**src/rtl/adc_uart_framer.sv**
```systemverilog
// ADC sample framer: periodic 12-bit capture into a FWFT FIFO, then a
// 3-byte frame (sync, seq/MSBs, LSBs) handed to uart_tx byte by byte.
module adc_uart_framer #(
  parameter int unsigned SAMPLE_DIV = 2500,
  parameter logic [7:0]  SYNC_BYTE  = 8'hA5,
  parameter int unsigned FIFO_DEPTH = 4
) (
  input  logic                          i_clk,
  input  logic                          i_rst_n,
  input  logic                          i_enb,
  input  logic [11:0]                   i_adc_data,
  output logic [7:0]                    o_tx_data,
  output logic                          o_tx_valid,
  input  logic                          i_tx_ready,
  output logic                          o_overflow,
  output logic                          o_busy,
  output logic [$clog2(FIFO_DEPTH):0]   o_fifo_level
);

  localparam int AW = $clog2(FIFO_DEPTH);
  localparam int CW = $clog2(SAMPLE_DIV);
  localparam logic [CW-1:0] CNT_MAX = CW'(SAMPLE_DIV - 1);
  localparam logic [AW:0]   DEPTH_L = (AW + 1)'(FIFO_DEPTH);

  typedef enum logic [2:0] {
    IDLE,
    B0,
    B1,
    B2,
    WAIT_BUSY,
    WAIT_READY
  } state_t;

  state_t          state_q, state_d;
  logic [CW-1:0]   cnt_q, cnt_d;
  logic [3:0]      seq_q, seq_d;
  logic [AW:0]     wr_ptr_q, wr_ptr_d;
  logic [AW:0]     rd_ptr_q, rd_ptr_d;
  logic [15:0]     mem_q [FIFO_DEPTH];
  logic [15:0]     frame_q, frame_d;
  logic [1:0]      idx_q, idx_d;
  logic [7:0]      tx_data_q, tx_data_d;
  logic            tx_valid_q, tx_valid_d;
  logic            overflow_q, overflow_d;

  logic            tick;
  logic            empty;
  logic            full;
  logic            pop;
  logic            push;
  logic [AW:0]     level;

  assign level = wr_ptr_q - rd_ptr_q;

  always_comb begin
    tick  = i_enb && (cnt_q == CNT_MAX);
    empty = (level == '0);
    full  = (level == DEPTH_L);
    pop   = (state_q == IDLE) && !empty;
    // A pop in the same cycle frees a slot, so a tick on a full FIFO still lands.
    push  = tick && (!full || pop);

    cnt_d      = (!i_enb || tick) ? '0 : cnt_q + 1'b1;
    seq_d      = tick ? seq_q + 4'd1 : seq_q;
    overflow_d = overflow_q | (tick & full & ~pop);
    wr_ptr_d   = push ? wr_ptr_q + 1'b1 : wr_ptr_q;
    rd_ptr_d   = pop  ? rd_ptr_q + 1'b1 : rd_ptr_q;

    state_d    = state_q;
    frame_d    = frame_q;
    idx_d      = idx_q;
    tx_data_d  = tx_data_q;
    tx_valid_d = tx_valid_q;

    case (state_q)
      IDLE: begin
        if (!empty) begin
          frame_d    = mem_q[rd_ptr_q[AW-1:0]];
          state_d    = B0;
          tx_data_d  = SYNC_BYTE;
          tx_valid_d = 1'b1;
        end
      end
      B0, B1, B2: begin
        if (i_tx_ready) begin
          tx_valid_d = 1'b0;
          state_d    = WAIT_BUSY;
          idx_d      = (state_q == B0) ? 2'd1 : (state_q == B1) ? 2'd2 : 2'd3;
        end
      end
      // Ready must drop before we trust it again, else the same byte goes twice.
      WAIT_BUSY: begin
        if (!i_tx_ready) state_d = WAIT_READY;
      end
      WAIT_READY: begin
        if (i_tx_ready) begin
          case (idx_q)
            2'd1: begin
              state_d    = B1;
              tx_data_d  = frame_q[15:8];
              tx_valid_d = 1'b1;
            end
            2'd2: begin
              state_d    = B2;
              tx_data_d  = frame_q[7:0];
              tx_valid_d = 1'b1;
            end
            default: state_d = IDLE;
          endcase
        end
      end
      default: state_d = IDLE;
    endcase
  end

  always_ff @(posedge i_clk or negedge i_rst_n) begin
    if (!i_rst_n) begin
      state_q    <= IDLE;
      cnt_q      <= '0;
      seq_q      <= '0;
      wr_ptr_q   <= '0;
      rd_ptr_q   <= '0;
      frame_q    <= '0;
      idx_q      <= '0;
      tx_data_q  <= '0;
      tx_valid_q <= 1'b0;
      overflow_q <= 1'b0;
    end else begin
      state_q    <= state_d;
      cnt_q      <= cnt_d;
      seq_q      <= seq_d;
      wr_ptr_q   <= wr_ptr_d;
      rd_ptr_q   <= rd_ptr_d;
      frame_q    <= frame_d;
      idx_q      <= idx_d;
      tx_data_q  <= tx_data_d;
      tx_valid_q <= tx_valid_d;
      overflow_q <= overflow_d;
    end
  end

  // Storage needs no reset: pointers define which entries are meaningful.
  always_ff @(posedge i_clk) begin
    if (push) mem_q[wr_ptr_q[AW-1:0]] <= {seq_q, i_adc_data};
  end

  assign o_tx_data    = tx_data_q;
  assign o_tx_valid   = tx_valid_q;
  assign o_overflow   = overflow_q;
  assign o_fifo_level = level;
  assign o_busy       = (state_q != IDLE) || (level != '0);

endmodule

```
**config.mk**
```make
export PLATFORM = sky130hd
export DESIGN_NAME = adc_uart_framer
export DESIGN_NICKNAME = d
export VERILOG_FILES = /design/src/rtl/adc_uart_framer.sv
export SDC_FILE = /design/constraint.sdc
export NUM_CORES = 1
export LEC_CHECK = 0
export BUFFER_PORTS_ARGS = -buffer_cell sky130_fd_sc_hd__buf_2
export CORE_AREA = 3 3 116 130
export CTS_BUF_LIST = sky130_fd_sc_hd__clkbuf_4 sky130_fd_sc_hd__clkbuf_8
export DETAILED_ROUTE_END_ITERATION = 10
export DIE_AREA = 0 0 119 133
export HOLD_SLACK_MARGIN = 0.15
export MAX_ROUTING_LAYER = met4
export PLACE_DENSITY = 0.56
export SKIP_LAST_GASP = 1
export SLEW_MARGIN = 10
export SYNTH_ARGS = -nofsm -noshare
export SYNTH_HDL_FRONTEND = slang
export SYNTH_SLANG_ARGS = --single-unit
```
**constraint.sdc**
```tcl
create_clock -name i_clk -period 2.9 [get_ports i_clk]
set_clock_uncertainty 0.2 [all_clocks]
set_input_delay 0.58 -clock i_clk [delete_from_list [all_inputs] [get_ports i_clk]]
set_output_delay 0.58 -clock i_clk [all_outputs]
set_load 0.05 [all_outputs]
```
==> impl_metrics.json <==
{
  "dieArea_sq_um": 15800,
  "overflow": 0,
  "place.gp.congestion": 0.776,
  "antennaDiodeCount": 0,
  "grt_pass1_wl_microns": 14500,
  "hold_end": "cnt_q[3]",
  "leakage_uw": 0.00230,
  "netlist_instances": 299,
  "ir_drop_mv": 0.524,
  "reg2reg_to": "mem_q[1][1]",
  "port_buffers": 29,
  "fin_ws_ns": 0.130,
  "drc": 0,
  "critPathMaxFanout": 5,
  "hold_viol": 0,
  "synth.avg_cell_area_sq_um": 16.1,
  "slew_headroom_pct": 55.7,
  "synth_edf_count": 64,
  "finalSetupViolCount": 0,
  "wl_per_cell_microns": 15.1,
  "max_freq_mhz": 361,
  "min_period_ns": 2.77,
  "rrSetupSlack_ns": 0.23,
  "cap_violations": 0,
  "layout_worst_path_cycle_share_pct": 95.5,
  "crit_path_end_kind": "output port",
  "antenna_found_initial": 0,
  "rsz0062_at_grt": "no",
  "via_count": 2651,
  "p_sw_share_pct": 32.7,
  "worst_slew_pin_slew_ns": 0.664,
  "root_buffer": "clkbuf_8",
  "cts.sinks": 117,
  "crit_type": "flip-flop to output port",
  "holdWs_ns": 0.225,
  "yosys_warnings": 0,
  "numCtsBuffers": 17,
  "die_w_microns": 119,
  "p_clk_share_pct": 29.8,
  "core_area_sq_um": 13800,
  "ys.flop_type": "edfxtp_1",
  "wl_microns": 8530,
  "syn-num-nets": 325,
  "required_ns": 2.12,
  "cp.arrival_ns": 1.99,
  "grt_max_degree": 28,
  "comb_power_share_pct": 29.1,
  "ys_seq_elements": 117,
  "power_density_nw_per_um2": 863,
  "htree_levels": 4,
  "synthArstFlopShare_pct": 45.3,
  "status": "finished, final reports clean",
  "internal-power_uw": 3420,
  "dp_slack_ns": 0.284,
  "tritoncts": "built",
  "hp-start": "i_enb",
  "core.rowCount": 45,
  "grt_usage_pct": 12.4,
  "postRouteAntennaNets": 0,
  "first_iter_violations": 89,
  "power_switching_uw": 1660,
  "drt-pass1-iter-count": 4,
  "rr_worst_depth": 9,
  "syn2layout_area_growth_pct": 21.9,
  "r2r_start": "wr_ptr_q[0]",
  "seq_area_frac_synth_pct": 67.4,
  "layout-drive-gt1-share_pct": 31.4,
  "clkSlewWorstSetupHoldPaths_ns": 0.07,
  "io_pins": 30,
  "post-route-util_pct": 42.6,
  "grt_pass1_vias": 2727,
  "cts_buffer_depth": 2,
  "via_per_inst": 4.70,
  "hp-class": "primary input to flip-flop",
  "syn_area_sq_um": 4820,
  "synth_cell_type_count": 45,
  "dpl.hpwl_microns": 5480,
  "start_util_pct": 35.0,
  "die_h_microns": 133,
  "startpoint_type": "flip-flop",
  "final_nets": 389,
  "power_frac_seq_pct": 41.0,
  "hold_depth": 3,
  "finalMaxSlewViolations": 0,
  "clk-insertion-delay-late_ns": 0.44
}
==> synth_stat cells, types with 3 or more instances <==
master / number / area, sq um
o2bb2ai_1: 4 / 35.0
mux4_2: 16 / 360
dfrtp_1: 53 / 1330
mux2i_1: 9 / 90.1
a21oi_1: 4 / 20.0
nand2_1: 20 / 75.1
mux2_2: 17 / 191
xnor2_1: 13 / 114
xor2_1: 4 / 35.0
ha_1: 9 / 113
nor2_1: 20 / 75.1
o21ai_0: 3 / 15.0
nand3_1: 4 / 20.0
clkbuf_1: 4 / 15.0
inv_1: 10 / 37.5
and2_1: 4 / 25.0
edfxtp_1: 64 / 1920
a2bb2oi_1: 4 / 35.0
nor3_1: 3 / 15.0
nand4_1: 4 / 25.0
==> area by class of cell <==
class,instances,area (sq um)
clock buffer,18,241
clock inverter,14,164
fill,1263,7920
tap,188,235
inverter,10,37.5
multi-input combinational,162,1500
sequential,117,3250
timing repair buffer,55,454
==> cells in the final DEF, fill, tap and decap left out, types with 2 or more instances in the layout <==
cell,n
clkinv_4,4
mux2i_1,9
inv_1,9
buf_2,28
a21oi_1,4
o311ai_0,2
mux2_1,2
mux2_2,17
bufinv_16,2
nor3_1,3
o2bb2ai_1,4
and2_1,4
nand3_1,4
edfxtp_1,64
dfrtp_1,53
mux4_2,16
nor4_1,2
a2bb2oi_1,4
dlygate4sd3_1,13
clkbuf_8,17
inv_6,7
xor2_1,4
o21ai_0,3
buf_12,6
nor2_1,19
nand2_1,19
buf_4,7
xnor2_1,13
nand4_1,4
ha_1,8
==> sequential cells by signal, indices dropped and copies added, names as in the netlist <==
register / count
frame_q: 16
mem_q: 64
wr_ptr_q: 3
rd_ptr_q: 3
o_tx_data: 8
idx_q: 2
o_tx_valid: 1
seq_q: 4
cnt_q: 12
state_q: 3
o_overflow: 1
==> worst max path at each step <==
stage                        endpoint         from  slack [ns]
after floorplan           mem_q[3][0]  wr_ptr_q[0]        0.10
after global placement         o_busy  wr_ptr_q[0]        0.33
after detailed placement  mem_q[1][2]  wr_ptr_q[0]        0.28
after CTS                      o_busy  wr_ptr_q[0]       -0.06
after global routing           o_busy  wr_ptr_q[0]        0.02
final                          o_busy  wr_ptr_q[0]        0.13
==> what timing repair did <==
item                                    in CTS  in global routing
gates cloned                                 0                  0
endpoints found under the setup margin       2                 66
setup buffers                                5                  0
gates resized for setup                      6                  3
hold endpoints to repair                    71                  0
pin swaps                                    3                  2
hold buffers                                13                  0
==> critical path, stage by stage (launching register included) <==
cell     delay, ns
dfrtp_1       0.38
inv_2         0.07
ha_4          0.16
fa_2          0.55
nand2_4       0.07
nor2_2        0.10
nand2_1       0.07
buf_6         0.16
==> layer usage <==
metal  up-vias  track usage, %  wire length (microns)
met5         -               -                      0
met4         0            5.22                    119
met3        14            4.23                    359
met2        45            18.4                   4130
met1      1344            15.6                   3920
li1       1248               -                      -
==> per-stage QoR <==
stage,power [uW],TNS (ns),area [sq um],instances
after global routing,5360,0,5880,564
after global placement,3510,0,5280,514
after CTS,5140,-0.0599,5870,564
after floorplan,3200,0,4820,299
final,5070,0,5880,564
after detailed placement,3530,0,5280,514
==> cell families (layout without fill, tap and decap cells) <==
kind of cell	after synthesis	in the layout	share of synthesized area [%]
buf+inv	20	97	2.08
mux	44	44	13.8
flops	117	117	67.4
simple gates	67	67	6.90
compound gates	23	23	3.53
fa+ha+maj	10	10	2.75
xor+xnor	18	18	3.61
==> power groups by stage <==
stage               logic [uW]  clock network (uW)  registers, uW
finish                    1480                1510           2080
global route              1620                1630           2110
CTS                       1500                1560           2090
detailed placement        1420                   0           2120
global placement          1400                   0           2110
floorplan                 1050                   0           2150
(Power assumes the default switching activity.)
